$ cat src/rtl/genius_pkg.sv
// Shared constants for the memory-game controllers: state codes and playback timing.
// Latency: none (declarations only).
// Backpressure: not applicable.
package genius_pkg;

    // State codes, also shown as-is on the db_estado hex display.
    localparam logic [3:0] COD_OCIOSO  = 4'd0;
    localparam logic [3:0] COD_CARREGA = 4'd1;
    localparam logic [3:0] COD_ACESO   = 4'd2;
    localparam logic [3:0] COD_APAGADO = 4'd3;
    localparam logic [3:0] COD_FIM     = 4'd4;

    typedef enum logic [3:0] {
        OCIOSO  = COD_OCIOSO,
        CARREGA = COD_CARREGA,
        ACESO   = COD_ACESO,
        APAGADO = COD_APAGADO,
        FIM     = COD_FIM
    } estado_t;

    // Default LED on/off times in clock cycles.
    localparam int T_ON_PADRAO  = 1000;
    localparam int T_OFF_PADRAO = 500;

endpackage

$ cat src/rtl/contador_tempo.sv
// Down-counter with synchronous load, count enable and a zero flag.
// Latency: load/decrement visible one cycle after the edge; zero is decoded from the register.
// Backpressure: none; holds at zero until reloaded.
module contador_tempo #(
    parameter int W = 4
) (
    input  logic         clock,
    input  logic         reset,
    input  logic         carrega,
    input  logic         habilita,
    input  logic [W-1:0] valor,
    output logic         zero
);

    logic [W-1:0] contagem;

    // Load has priority over counting; counting stops at zero.
    always_ff @(posedge clock or negedge reset) begin
        if (!reset) begin
            contagem <= '0;
        end else if (carrega) begin
            contagem <= valor;
        end else if (habilita && (contagem != '0)) begin
            contagem <= contagem - W'(1);
        end
    end

    assign zero = (contagem == '0);

endmodule

$ cat src/rtl/controle_exibe_sequencia.sv
// Playback sequencer: shows memory entries 0..lim_r on the LEDs, T_ON cycles lit then T_OFF dark each.
// Latency: first element lit two cycles after iniciar; fim at 1 + N*(1+T_ON+T_OFF) cycles.
// Backpressure: iniciar ignored while ocupado; abortar cancels at any time without fim.
module controle_exibe_sequencia
    import genius_pkg::*;
#(
    parameter int ADDR_W = 4,
    parameter int T_ON   = T_ON_PADRAO,
    parameter int T_OFF  = T_OFF_PADRAO
) (
    input  logic              clock,
    input  logic              reset,
    input  logic              iniciar,
    input  logic [ADDR_W-1:0] limite,
    input  logic              abortar,
    output logic [ADDR_W-1:0] endereco,
    output logic              leds_en,
    output logic              ocupado,
    output logic              fim,
    output logic [3:0]        db_estado
);

    localparam int T_MAX = (T_ON > T_OFF) ? T_ON : T_OFF;
    localparam int TW    = (T_MAX > 1) ? $clog2(T_MAX) : 1;
    localparam logic [TW-1:0] CARGA_ON  = TW'(T_ON - 1);
    localparam logic [TW-1:0] CARGA_OFF = TW'(T_OFF - 1);

    estado_t           estado, prox_estado;
    logic [ADDR_W-1:0] lim_r;
    logic              tmr_carrega, tmr_habilita, tmr_zero;
    logic [TW-1:0]     tmr_valor;
    logic              end_limpa, end_incrementa, lim_carrega;

    // Single timer shared by the lit and dark phases.
    contador_tempo #(.W(TW)) u_tempo (
        .clock    (clock),
        .reset    (reset),
        .carrega  (tmr_carrega),
        .habilita (tmr_habilita),
        .valor    (tmr_valor),
        .zero     (tmr_zero)
    );

    // State register.
    always_ff @(posedge clock or negedge reset) begin
        if (!reset) begin
            estado <= OCIOSO;
        end else begin
            estado <= prox_estado;
        end
    end

    // Next state and datapath controls; abortar overrides every transition.
    always_comb begin
        prox_estado    = estado;
        tmr_carrega    = 1'b0;
        tmr_habilita   = 1'b0;
        tmr_valor      = CARGA_ON;
        end_limpa      = 1'b0;
        end_incrementa = 1'b0;
        lim_carrega    = 1'b0;
        if (abortar) begin
            prox_estado = OCIOSO;
            end_limpa   = 1'b1;
        end else begin
            case (estado)
                OCIOSO: begin
                    if (iniciar) begin
                        lim_carrega = 1'b1;
                        tmr_carrega = 1'b1;
                        prox_estado = CARREGA;
                    end
                end
                CARREGA: begin
                    // One cycle for the synchronous memory read.
                    tmr_carrega = 1'b1;
                    tmr_valor   = CARGA_ON;
                    prox_estado = ACESO;
                end
                ACESO: begin
                    if (tmr_zero) begin
                        tmr_carrega = 1'b1;
                        tmr_valor   = CARGA_OFF;
                        prox_estado = APAGADO;
                    end else begin
                        tmr_habilita = 1'b1;
                    end
                end
                APAGADO: begin
                    if (tmr_zero) begin
                        // Compare before increment, so the address never wraps.
                        if (endereco == lim_r) begin
                            prox_estado = FIM;
                        end else begin
                            end_incrementa = 1'b1;
                            prox_estado    = CARREGA;
                        end
                    end else begin
                        tmr_habilita = 1'b1;
                    end
                end
                FIM: begin
                    end_limpa   = 1'b1;
                    prox_estado = OCIOSO;
                end
                default: begin
                    end_limpa   = 1'b1;
                    prox_estado = OCIOSO;
                end
            endcase
        end
    end

    // Address and latched last index; the address only moves on CARREGA entry.
    always_ff @(posedge clock or negedge reset) begin
        if (!reset) begin
            endereco <= '0;
            lim_r    <= '0;
        end else begin
            if (end_limpa) begin
                endereco <= '0;
            end else if (end_incrementa) begin
                endereco <= endereco + ADDR_W'(1);
            end
            if (lim_carrega) begin
                lim_r <= limite;
            end
        end
    end

    assign leds_en   = (estado == ACESO);
    assign ocupado   = (estado != OCIOSO);
    assign fim       = (estado == FIM);
    assign db_estado = estado;

endmodule

$ cat config.mk
export PLATFORM = sky130hd
export DESIGN_NAME = controle_exibe_sequencia
export DESIGN_NICKNAME = d
export VERILOG_FILES = /design/src/rtl/genius_pkg.sv /design/src/rtl/contador_tempo.sv /design/src/rtl/controle_exibe_sequencia.sv
export SDC_FILE = /design/constraint.sdc
export NUM_CORES = 1
export LEC_CHECK = 0
export BUFFER_PORTS_ARGS = -buffer_cell sky130_fd_sc_hd__clkbuf_2
export CAP_MARGIN = 10
export CORE_MARGIN = 2
export CORE_UTILIZATION = 30
export DETAILED_ROUTE_END_ITERATION = 7
export GPL_TIMING_DRIVEN = 1
export HOLD_SLACK_MARGIN = 0.03
export SETUP_SLACK_MARGIN = 0.4
export SYNTH_ARGS = -nofsm -noshare
export SYNTH_HDL_FRONTEND = slang
export SYNTH_SLANG_ARGS = --single-unit
$ cat constraint.sdc
create_clock -name clock -period 4.8 [get_ports clock]
set_input_delay 0.96 -clock clock [delete_from_list [all_inputs] [get_ports clock]]
set_output_delay 0.96 -clock clock [all_outputs]
set_load 0.01 [all_outputs]
Yosys cells after proc, flatten, opt, wreduce, memory -nomap -nowiden
Index checks and enable logic that the tools add are counted.
{ "word_totals": {"output_inout_bits": 11, "elab_cells": 52, "register_bits": 22, "in_bits": 8} }
{ "op_classes": {"n_addsub": 2, "n_eq_ne": 8, "muxes": 28, "n_reduce_logical": 10} }
{ "ops": {"columns": ["cell", "n"], "rows": [
  ["$mux W10", 5],
  ["$mux W4", 6],
  ["$pmux W4 S4", 1],
  ["$mux W1", 14],
  ["$logic_not A10 Y1", 1],
  ["$reduce_bool A10 Y1", 1],
  ["$sub A10 B1 Y10 const B", 1],
  ["$eq A4 B2 Y1 const B", 2],
  ["$ne A3 B3 Y1 const B", 2],
  ["$add A4 B1 Y4 const B", 1],
  ["$eq A4 B1 Y1 const B", 1],
  ["$eq A4 B3 Y1 const B", 1],
  ["$eq A4 B4 Y1", 1],
  ["$logic_not A4 Y1", 1],
  ["$reduce_bool A2 Y1", 2],
  ["$reduce_bool A4 Y1", 1],
  ["$reduce_or A4 Y1", 1],
  ["$mux W3", 1],
  ["$ne A3 B2 Y1 const B", 1],
  ["$pmux W1 S3", 1],
  ["$reduce_and A3 Y1", 1],
  ["$reduce_or A2 Y1", 1],
  ["$logic_and A1 B1 Y1", 1]
]} }

Depth between registers and ports, before layout
Gate-level depths: netlist of the first run.
{ "logic_depth": {"word_depth": 7, "depth_mapped": 6, "depth_no_buf": 6} }

Hierarchy
A second synthesis of the first run with hierarchy kept.
{ "unflattened": {"cells_unflattened": 130, "area_unflattened_um2": 1244.9} }
{ "by_module_without_submodules": {"columns": ["module", "seq_area_each_um2", "cells_per_inst", "area_each_um2", "n_inst"], "rows": [
  ["controle_exibe_sequencia", 275.3, 63, 623.1, 1],
  ["contador_tempo", 250.2, 67, 621.8, 1]
]} }

Least setup slack after synthesis of the first run
OpenSTA, ideal clock, no wires.
{ "synth_timing": {"kind": "input port to flip-flop", "start": "input port abortar", "end": "register u_tempo.contagem[8]", "t_required_ns": 4.731, "arrival_ns": 2.118, "path_slack_ns": 2.613, "setup_time_ns": 0.069, "cell_stages": 4, "n_path_buf": 0, "cell_sequence": "nor3b_1 o311ai_0 or4_1 nand3_1"} }
{ "synth_between": {"elab_chain_len": 3, "word_cells_on_any_way": 6, "classes_between": "mux: 4; reduce/logical: 2"} }
{ "synth_rtl": {"columns": ["item", "line", "rtl"], "rows": [
  ["start: declaration", "controle_exibe_sequencia.sv:15", "input logic abortar,"],
  ["$mux W1", "controle_exibe_sequencia.sv:62", "if (abortar) begin"],
  ["$logic_and A1 B1 Y1", "contador_tempo.sv:23", "end else if (habilita && (contagem != '0)) begin"],
  ["$reduce_bool A2 Y1 (no line)", null, null],
  ["end signal: assignment", "contador_tempo.sv:22", "contagem <= valor;"],
  ["end signal: assignment", "contador_tempo.sv:24", "contagem <= contagem - W'(1);"],
  ["end: declaration", "contador_tempo.sv:15", "logic [W-1:0] contagem;"]
]} }
Several ways; a longest one is shown, not always the timed one.
A chain may end at the register's enable or synchronous reset.

Worst setup path after layout of the first run
Same ends and word-level chain as after synthesis.

==> results, run 1 <==
- The number of vias per cell after detailed routing is 5.71.
- The routed design could run at a clock period as short as 2.32 ns.
- In this run the mean area of a mapped cell was 9.53 um2.
- The class of the most critical setup path is in -> reg.
- The all-layer global routing usage is 14.9%.
- After synthesis, the largest area contributor takes up 43.1% of total cell area.
- The category of the worst setup path capture point is a flip-flop.
- For this design, the slowest cell found on the critical path is sky130_fd_sc_hd__nor3b_1.
- The die covers 4590 um2.
- In this run, distinct cell masters in the synthesized netlist total 40.
- The largest stage delay on the critical path is 0.50 ns.
- The die is 67.8 um tall.
- The insertion delay to the later sink of the worst-skew pair is 0.26 ns.
- The layout overhead on the synthesized area is 14.2%.
- The routability congestion estimate from global placement is 0.872.
- The final setup TNS is 0 ns.
- Hold repair after CTS inserted 0 buffers.
- The category of the worst setup path launch point is an input pin.
- CTS built an H-tree with a depth of 1.
- The library cell occupying the most area in the post-synthesis netlist is sky130_fd_sc_hd__dfrtp_1.
- The path class of the tightest hold or removal check is reg -> reg.
- The final-report max-slew violation count is 0.
- The first-pass iteration count of the detailed router is 4.
- The cell class contributing the biggest share of worst-path delay is simple AND/OR/NAND/NOR gates.
- The number of buffers and inverters on the critical path is 1.
- The number of register bits inferred by synthesis is 21.
- The detail route stage leaves a number of antenna-violating nets equal to 0.
- The clock slew at the register clock pins of the worst setup and hold paths is 0.08 ns.
- The largest fanout on the critical path is 5.
- The placed wire-length estimate is 2.16 mm.
- The slew of the pin with the lowest slew margin is 1.10 ns.
- The count of final setup violators is 0.
- The aggregate global routing overflow is 0.
- The number of antenna repair diodes is 0.
- Once the floorplan was initialized, standard cells occupied 30.9% of the core.
- The run finished with clean final reports.
- Entering global routing, the biggest net connects 22 pins.
- Prior to clock tree synthesis, the placed netlist has a worst setup slack of 2.23 ns.
- The x dimension of the die is 67.8 um.
- At the end of the flow, the number of nets in the layout was 157.
- Counting flops with an async set or reset pin after synthesis yields a share of 100%.
- Sorting the synthesized cells by how often they occur yields sky130_fd_sc_hd__dfrtp_1 (21), sky130_fd_sc_hd__nor2_1 (8), sky130_fd_sc_hd__nand2_1 (7).
- VDD sags by at most 0.100 mV.
- After the first detailed-routing iteration, the DRC count stood at 117.
- The number of core rows is 23.
- The initial antenna violation count was 0.
- Setup repair after global routing left no endpoint under its margin.
- The library cell used as clock root buffer is sky130_fd_sc_hd__clkbuf_8.
- The clock tree skew after final layout is 0.00524 ns.
- Dividing the detail-routed wire length by the instance count gives 14.7 um.
- After detailed routing, the total wire length is 2.87 mm.
- Buffers placed on the I/O ports in this run total 17.
- The first global-routing pass estimated 5.13 mm of wire.
- The count of yosys warnings during synthesis is 0.
- In the routed design, unresolved DRC markers number 0.
- The number of CTS-inserted buffers is 3.
- Counting the fill cells in the layout gives 410.
- The most frequent cell after synthesis is sky130_fd_sc_hd__dfrtp_1.
- The max capacitance violation total is 0.
- The sequential area share after synthesis is 43.1%.
- Among all flip-flop cells after synthesis, the most frequent one is sky130_fd_sc_hd__dfrtp_1.
- The worst-case headroom to the max-slew limit is 26.0%.
- The number of cells produced by synthesis is 128.
- The hold violation count in the final report is 0.
- The number of sinks driven by the clock tree is 21.
- Ranked by total cell area, the synthesized netlist is headed by sky130_fd_sc_hd__dfrtp_1 (43%), sky130_fd_sc_hd__mux2_2 (3.7%), sky130_fd_sc_hd__ha_1 (3.1%).
- Once the clock tree was built, the setup fixing pass inserted 0 buffers.
- The detailed-route via count is 1,113.
- The number of global-route vias before repair is 1,134.
- The data arrival time of the critical path is 2.52 ns.
- The clock tree from TritonCTS is yes.
- The longest clock path from root to sink contains 2 buffers.
- The floorplan step defined a core boundary enclosing 3940 um2.
- 19 I/O pins were placed.
- The fraction of final layout cells with drive strength greater than 1 is 20.7%.
- In this run, post-CTS repair resized a total of 0 instances.
- The slack of the critical path is 2.48 ns.
- Summed over all cells, the static leakage comes to 0.539 nW.
- For this design the ratio of total power to cell area is 270 nW/um2.
- Derived from the worst setup path, the maximum achievable clock frequency is 0.431 GHz.
- The signal on the critical path passes through clkbuf_2 -> nor3b_1 -> o311ai_0 -> or4_1 -> nand3_1.
- The mapped netlist covers 1220 um2.
- The number of nets in the synthesized netlist is 139.
- The synthesized design contains 0 enable-type register cells.
- In the finished design, the share of the clock period the worst path needs comes to 48.3%.
- The required time at the worst-slack endpoint is 5.00 ns.
[cell type report]
class / instances / area [um2] / share of cell area (%)
repair buffers: 17 / 85.1 / 6.11
multi-input cells: 97 / 652 / 46.8
inverters: 6 / 22.5 / 1.62
clock buffers: 4 / 45.0 / 3.23
well taps: 50 / 62.6 / 4.49
flip-flops and latches: 21 / 526 / 37.7
[logic make-up after synthesis]
family | share of synthesized area, %
compound gates | 15.4
mux | 6.15
simple gates | 25.6
xor+xnor | 2.87
other cells | 0.307
buf+inv | 3.49
flops | 43.1
fa+ha+maj | 3.08
[final timing paths]
check,startpoint,endpoint,slack [ns],depth (start not counted)
max,abortar,u_tempo.contagem[8],2.48,5
min,u_tempo.contagem[0],u_tempo.contagem[0],0.51,1
max reg2reg,u_tempo.contagem[0],u_tempo.contagem[4],2.51,6
min reg2reg,u_tempo.contagem[0],u_tempo.contagem[0],0.51,1
max in group asynchronous,reset,u_tempo.contagem[3],3.79,1
min in group asynchronous,reset,u_tempo.contagem[4],0.65,1
[layout by cell type, fill, tap and decap left out, types with 5 or more instances in the layout]
cell	count
sky130_fd_sc_hd__dfrtp_1	21
sky130_fd_sc_hd__clkbuf_2	17
sky130_fd_sc_hd__nor2_1	8
sky130_fd_sc_hd__nand2_1	7
sky130_fd_sc_hd__inv_1	6
sky130_fd_sc_hd__nor3_1	6
sky130_fd_sc_hd__o21ai_0	6
sky130_fd_sc_hd__a31oi_1	5
sky130_fd_sc_hd__or4_1	5
sky130_fd_sc_hd__nor4_1	5
sky130_fd_sc_hd__a21oi_1	5
[power by group]
group | internal, mW | leakage [nW] | switching [mW]
registers | 0.190 | 0.243 | 0.0142
logic | 0.0257 | 0.273 | 0.0302
clock network | 0.0591 | 0.0228 | 0.0563
[metrics by stage]
step | hold WS, ns | power (mW) | area, um2 | instances | utilization [%]
2_1_floorplan | 0.468 | 0.244 | 1220 | 128 | -
3_5_place_dp | 0.504 | 0.265 | 1350 | 191 | 34.2
4_1_cts | 0.516 | 0.382 | 1390 | 195 | 35.3
3_3_place_gp | 0.502 | 0.262 | 1350 | 191 | 34.2
6_report | 0.513 | 0.376 | 1390 | 195 | 35.3
5_1_grt | 0.553 | 0.396 | 1390 | 195 | 35.3
[sequential cells by signal, summed over array words and instances, names as in the netlist]
signal	flops
u_tempo.contagem	10
lim_r	4
endereco	4
db_estado	3
[routing by layer]
| layer | track usage, % | vias to the layer above | routed length [um] |
|---|---|---|---|
| met5 | 0 | - | 0 |
| met4 | 6.75 | 0 | 46 |
| met3 | 3.00 | 5 | 118 |
| met2 | 24.5 | 29 | 1440 |
| met1 | 18.7 | 563 | 1270 |
| li1 | - | 516 | - |
(Power assumes the default switching activity.)
==> inputs of run 2 (changes only) <==
==> constraint.sdc (replaced) <==
create_clock -name clock -period 2.13 [get_ports clock]
set_input_delay 0.426 -clock clock [delete_from_list [all_inputs] [get_ports clock]]
set_output_delay 0.426 -clock clock [all_outputs]
set_load 0.01 [all_outputs]
==> results, run 2 (synthesized netlist as in run 1, its figures left out) <==
- The power per unit of standard cell area was 557 nW/um2 (was 270 nW/um2).
- The first-pass iteration count of the detailed router is 5 (was 4).
- The initial cell density of the core is 30.9% (unchanged).
- The total die area is 4590 um2 (unchanged).
- The initial antenna violation count is 0 (unchanged).
- The required time at the worst-slack endpoint came to 2.34 ns (was 5.00 ns).
- The clock period could shrink to 1.96 ns.
- The area of the multi-input gates is 754 um2 (was 652 um2).
- The largest fanout on the critical path was 4 (was 5).
- The clock slew at the register clock pins of the worst setup and hold paths is 0.08 ns (about the same).
- The insertion delay to the later sink of the worst-skew pair was 0.27 ns (was 0.26 ns).
- The number of global-route vias before repair is 1,038 (was 1,134).
- The number of antenna repair diodes is 0 (unchanged).
- The x dimension of the die is 67.8 um (unchanged).
- The commonest non-fill, non-tap cell in the layout is sky130_fd_sc_hd__dfrtp_1 (unchanged).
- The data arrival time of the critical path is 2.17 ns (was 2.52 ns).
- The number of core rows was 23 (unchanged).
- The total area of sequential cells is 528 um2 (was 526 um2).
- The flip-flop count of the largest register after layout came to 10 (unchanged).
- The hold violation count in the final report is 0 (unchanged).
- The clock tree skew after final layout was 0.00219 ns (was 0.00524 ns).
- The routed wirelength normalized by instance count was 14.9 um (was 14.7 um).
- The layout overhead on the synthesized area is 36.0% (was 14.2%).
- The clock tree from TritonCTS is yes (unchanged).
- The final net count is 177 (was 157).
- The number of CTS-inserted buffers was 3 (unchanged).
- The number of buffers and inverters on the critical path is 0 (was 1).
- The category of the worst setup path capture point is a flip-flop (unchanged).
- Derived from the worst setup path, the maximum achievable clock frequency is 0.511 GHz.
- The placed wire-length estimate is 2.11 mm (was 2.16 mm).
- The critical path's slowest cell is sky130_fd_sc_hd__or4_4 (was sky130_fd_sc_hd__nor3b_1).
- The number of DRC markers in iteration 0 is 45 (was 117).
- The class of the most critical setup path is reg -> reg (was in -> reg).
- The total length of routed wires was 3.19 mm (was 2.87 mm).
- The register ranked first by flip-flop count is u_tempo.contagem (unchanged).
- The final setup TNS was 0 ns (unchanged).
- The number of fillers in the final layout is 373 (was 410).
- The remaining antenna violation count after routing came to 0 (unchanged).
- The slew of the pin with the lowest slew margin came to 0.718 ns (was 1.10 ns).
- Critical path cell sequence: or4_4 -> or4_1 -> or3_1 -> a21oi_2 (was clkbuf_2 -> nor3b_1 -> o311ai_0 -> or4_1 -> nand3_1).
- Top Registers: u_tempo.contagem (10), endereco (4), lim_r (4) (unchanged).
- Outcome: finished, final reports clean (unchanged).
- The maximum clock insertion buffer count is 2 (unchanged).
- The all-layer global routing usage was 14.3% (was 14.9%).
- The category of the worst setup path launch point was a flip-flop (was input pin).
- The worst supply voltage drop on vdd is 0.223 mV (was 0.100 mV).
- The number of sinks driven by the clock tree is 21 (unchanged).
- The type of the worst min-delay path is in -> async (was reg -> reg).
- The largest stage delay on the critical path came to 0.54 ns (was 0.50 ns).
- The core area is 3940 um2 (unchanged).
- The worst hold margin is 0.110 ns (was 0.513 ns).
- The total I/O pin count is 19 (unchanged).
- The post-detailed-route DRC marker count is 0 (unchanged).
- Top library cells by usage in the layout, fill and taps aside: sky130_fd_sc_hd__dfrtp_1 (19), sky130_fd_sc_hd__buf_4 (17), sky130_fd_sc_hd__clkbuf_2 (16) (was sky130_fd_sc_hd__dfrtp_1 (21), sky130_fd_sc_hd__clkbuf_2 (17), sky130_fd_sc_hd__nor2_1 (8)).
- The detailed-route via count is 1,150 (was 1,113).
- The library cell used as clock root buffer was sky130_fd_sc_hd__clkbuf_8 (unchanged).
- The post-route clock period utilization is 91.9%.
- The first-pass GRT wire length is 4.91 mm (was 5.13 mm).
- The pin count of the biggest net entering global routing is 22 (unchanged).
- The aggregate global routing overflow is 0 (unchanged).
- Setup repair after global routing missed its margin: yes (was no).
- The die span in y came to 67.8 um (unchanged).
- The count of final setup violators came to 0 (unchanged).
- The routability congestion estimate from global placement is 0.841 (was 0.872).
- The leakage power figure was 0.655 nW (was 0.539 nW).
- The max capacitance violation total was 0 (unchanged).
- The count of input and output buffers came to 17 (unchanged).
- The final-report max-slew violation count was 0 (unchanged).
- The fraction of final layout cells with drive strength greater than 1 is 40.6% (was 20.7%).
- The cell class contributing the biggest share of worst-path delay is simple AND/OR/NAND/NOR gates (unchanged).
- The number of vias per cell after detailed routing is 5.35 (was 5.71).
- The H-tree depth is 1 (unchanged).
- The worst-case headroom to the max-slew limit came to 51.9% (was 26.0%).
[run 2: changes by cell type in the layout (fill, tap and decap cells not counted), sizes merged]
cell,previous run,this run
buf,0,21
clkbuf,21,20
[run 2: cell type report]
type | instances | area share [%]
clock buffer | 4 | 2.71
inverter | 6 | 1.36
multi-input combinational | 97 | 45.5
sequential | 21 | 31.8
tap | 50 | 3.77
timing repair buffer | 37 | 14.9
[run 2: path summary, 6_finish.rpt]
| kind | end | slack [ns] | startpoint | cells past startpoint |
|---|---|---|---|---|
| worst max-delay path | endereco[3] | 0.17 | u_tempo.contagem[6] | 4 |
| worst min-delay path | endereco[0] | 0.11 | reset | 1 |
| worst max register to register | endereco[3] | 0.17 | u_tempo.contagem[6] | 4 |
| worst min register to register | lim_r[1] | 0.53 | lim_r[1] | 1 |
| max in group asynchronous | u_tempo.contagem[4] | 1.64 | reset | 1 |
| min in group clock | lim_r[0] | 0.38 | limite[0] | 2 |
[run 2: where the power goes]
part	leakage, nW	total, mW	switching [mW]	internal [mW]
logic	0.392	0.196	0.0974	0.0983
clock network	0.0228	0.275	0.141	0.134
registers	0.240	0.453	0.0237	0.429
total	0.655	0.923	0.262	0.661
[run 2: per-layer routing]
metal,part of all wire [%],vias to the layer above,global-route usage (%)
li1,-,555,-
met1,44,561,19.1
met2,50,29,23.2
met3,4.2,5,2.00
met4,2.0,0,6.00
met5,0,-,0
[run 2: through the flow]
stage               worst slack (ns)  instances  area, um2  util (%)  total power, mW
floorplan                      0.136        128       1230         -            0.551
finish                         0.173        215       1660      42.1            0.923
global route                   0.109        215       1660      42.1            0.967
CTS                            0.180        210       1570      39.8            0.881
global placement               0.180        200       1430      36.1            0.595
detailed placement             0.127        200       1430      36.1            0.601
[run 2: repair_timing]
action	4_1_cts	5_1_grt
setup buffers	6	4
gates cloned	0	1
resized for setup	13	13
pin swaps	1	4
endpoints found under the hold margin	0	0
endpoints found under the setup margin	12	17
hold buffers	0	0
==> inputs of run 3 (changes only) <==
--- a/config.mk
+++ b/config.mk
@@ -7,6 +7,7 @@
 export LEC_CHECK = 0
 export BUFFER_PORTS_ARGS = -buffer_cell sky130_fd_sc_hd__clkbuf_2
 export CAP_MARGIN = 10
+export CORE_ASPECT_RATIO = 1.5
 export CORE_MARGIN = 2
 export CORE_UTILIZATION = 30
 export DETAILED_ROUTE_END_ITERATION = 7
==> results, run 3 (synthesized netlist as in run 1, its figures left out) <==
- The final-report max-slew violation count is 0 (unchanged).
- The largest fanout on the critical path is 3 (was 4).
- The number of antenna repair diodes was 0 (unchanged).
- The library cell used as clock root buffer is sky130_fd_sc_hd__clkbuf_8 (unchanged).
- The final net count was 184 (was 177).
- The total length of routed wires is 3.63 mm (was 3.19 mm).
- The placed wire-length estimate is 2.33 mm (was 2.11 mm).
- The type of the worst min-delay path is in -> async (unchanged).
- Top library cells by usage in the layout, fill and taps aside: sky130_fd_sc_hd__dfrtp_1 (19), sky130_fd_sc_hd__buf_4 (19), sky130_fd_sc_hd__clkbuf_2 (17) (was sky130_fd_sc_hd__dfrtp_1 (19), sky130_fd_sc_hd__buf_4 (17), sky130_fd_sc_hd__clkbuf_2 (16)).
- The layout overhead on the synthesized area came to 45.3% (was 36.0%).
- The post-route clock period utilization is 93.0% (was 91.9%).
- The number of fillers in the final layout is 379 (was 373).
- The critical path's slowest cell is sky130_fd_sc_hd__or4_4 (unchanged).
- The switching part of the total power is 28.4% (about the same).
- The count of final setup violators is 0 (unchanged).
- The routed wirelength normalized by instance count came to 16.7 um (was 14.9 um).
- The final setup TNS was 0 ns (unchanged).
- The post-detailed-route DRC marker count was 0 (unchanged).
- The first-pass iteration count of the detailed router is 4 (was 5).
- The initial cell density of the core is 31.1% (was 30.9%).
- The class of the most critical setup path is reg -> reg (unchanged).
- The category of the worst setup path launch point is a flip-flop (unchanged).
- The post-layout instance count excluding filler cells is 217 (was 215).
- The data arrival time of the critical path is 2.18 ns (was 2.17 ns).
- The number of core rows is 28 (was 23).
- The area of the multi-input gates was 803 um2 (was 754 um2).
- The total I/O pin count came to 19 (unchanged).
- The slew of the pin with the lowest slew margin is 0.559 ns (was 0.718 ns).
- The sequential cell fraction of total power came to 49.8% (was 49.0%).
- The detailed-route via count was 1,209 (was 1,150).
- The first-pass GRT wire length came to 5.80 mm (was 4.91 mm).
- The total placed cells including tap cells is 196 (was 200).
- The power per unit of standard cell area was 515 nW/um2 (was 557 nW/um2).
- The achievable frequency was 0.505 GHz (was 0.511 GHz).
- The cell class contributing the biggest share of worst-path delay is simple AND/OR/NAND/NOR gates (unchanged).
- The number of CTS-inserted buffers is 3 (unchanged).
- The cell count along the critical path came to 6 (was 4).
- The core area was 3920 um2 (was 3940 um2).
- The initial antenna violation count was 0 (unchanged).
- The total area of sequential cells is 528 um2 (unchanged).
- The clock tree from TritonCTS was yes (unchanged).
- The total die area came to 4600 um2 (was 4590 um2).
- The leakage power figure is 0.720 nW (was 0.655 nW).
- The H-tree depth is 1 (unchanged).
- The number of buffers and inverters on the critical path is 1 (was 0).
- The internal power summed over all cells is 653 uW (was 661 uW).
- The number of DRC markers in iteration 0 is 39 (was 45).
- The number of global-route vias before repair is 1,228 (was 1,038).
- The worst-case headroom to the max-slew limit was 62.7% (was 51.9%).
- The share of power burned in combinational logic is 20.3% (was 21.2%).
- The pin count of the biggest net entering global routing is 22 (unchanged).
- The worst supply voltage drop on vdd came to 0.321 mV (was 0.223 mV).
- The number of sinks driven by the clock tree is 21 (unchanged).
- The hold violation count in the final report is 0 (unchanged).
- The register ranked first by flip-flop count is u_tempo.contagem (unchanged).
- The largest stage delay on the critical path is 0.43 ns (was 0.54 ns).
- The cell count of the worst reg-to-reg path came to 6 (was 4).
- Critical path cell sequence: inv_2 -> ha_4 -> or3b_4 -> or4_4 -> or3_4 -> a21oi_2 (was or4_4 -> or4_1 -> or3_1 -> a21oi_2).
- The required time at the worst-slack endpoint was 2.33 ns (was 2.34 ns).
- Top Registers: u_tempo.contagem (10), endereco (4), lim_r (4) (unchanged).
- The category of the worst setup path capture point is a flip-flop (unchanged).
- The part of the power in the clock network is 29.9% (was 29.8%).
- The reported net switching power is 259 uW (was 262 uW).
- The aggregate global routing overflow is 0 (unchanged).
- The max capacitance violation total is 0 (unchanged).
- The remaining antenna violation count after routing is 0 (unchanged).
- The count of input and output buffers is 17 (unchanged).
- Outcome: finished, final reports clean (unchanged).
- The maximum clock insertion buffer count was 2 (unchanged).
- The all-layer global routing usage came to 16.1% (was 14.3%).
- The number of vias per cell after detailed routing is 5.57 (was 5.35).
- The clock tree skew after final layout is 0.00549 ns (was 0.00219 ns).
- Setup repair after global routing missed its margin: yes (unchanged).
- The x dimension of the die is 56.1 um (was 67.8 um).
- The routability congestion estimate from global placement came to 0.933 (was 0.841).
- The fraction of final layout cells with drive strength greater than 1 came to 47.1% (was 40.6%).
- The die span in y is 82.1 um (was 67.8 um).
- The flip-flop count of the largest register after layout is 10 (unchanged).
- The time the final worst path needs with I/O delays and setup is 1.98 ns (was 1.96 ns).
- The clock slew at the register clock pins of the worst setup and hold paths was 0.08 ns (about the same).
- The insertion delay to the later sink of the worst-skew pair was 0.27 ns (about the same).
==> run 3: path summary, 6_finish.rpt <==
kind / start / endpoint / slack, ns
worst max-delay path: u_tempo.contagem[1] / endereco[3] / 0.15
worst min-delay path: reset / endereco[1] / 0.13
worst max register to register: u_tempo.contagem[1] / endereco[3] / 0.15
worst min register to register: lim_r[0] / lim_r[0] / 0.54
max in group asynchronous: reset / u_tempo.contagem[2] / 1.59
min in group clock: limite[1] / lim_r[1] / 0.39
==> run 3: metal layers <==
layer	up-vias	global-route usage, %	share of wire (%)
met2	35	30.0	54
met1	588	17.8	39
met5	-	0	0
met3	16	1.71	2.3
met4	0	8.81	4.6
li1	570	-	-
==> run 3: area by class of cell <==
class	instances	share of cell area, %
multi-input cells	97	45.3
flip-flops and latches	21	29.8
repair buffers	44	17.9
well taps	45	3.18
clock buffers	4	2.54
inverters	6	1.27
==> run 3: power by group through the flow <==
stage | logic (mW) | registers [mW] | clock network (mW)
after floorplan | 0.0932 | 0.458 | 0
after global placement | 0.138 | 0.461 | 0
after detailed placement | 0.141 | 0.462 | 0
after CTS | 0.169 | 0.453 | 0.278
after global routing | 0.208 | 0.459 | 0.297
final | 0.185 | 0.455 | 0.273
==> run 3: per-stage QoR <==
step	total power, mW	cell area (um2)	worst slack [ns]	util (%)	hold WS, ns
2_1_floorplan	0.551	1230	0.136	-	0.130
3_3_place_gp	0.599	1430	0.0959	36.4	0.428
3_5_place_dp	0.603	1430	0.109	36.4	0.437
4_1_cts	0.901	1680	0.181	42.9	0.146
5_1_grt	0.963	1770	0.0772	45.2	0.163
6_report	0.913	1770	0.150	45.2	0.133
==> run 3: timing repair <==
action / in CTS / in global routing
gates resized for setup: 23 / 17
hold buffers: 0 / 0
setup buffers: 14 / 3
gates cloned: 0 / 0
pin swaps: 6 / 7
setup endpoints to repair: 14 / 18
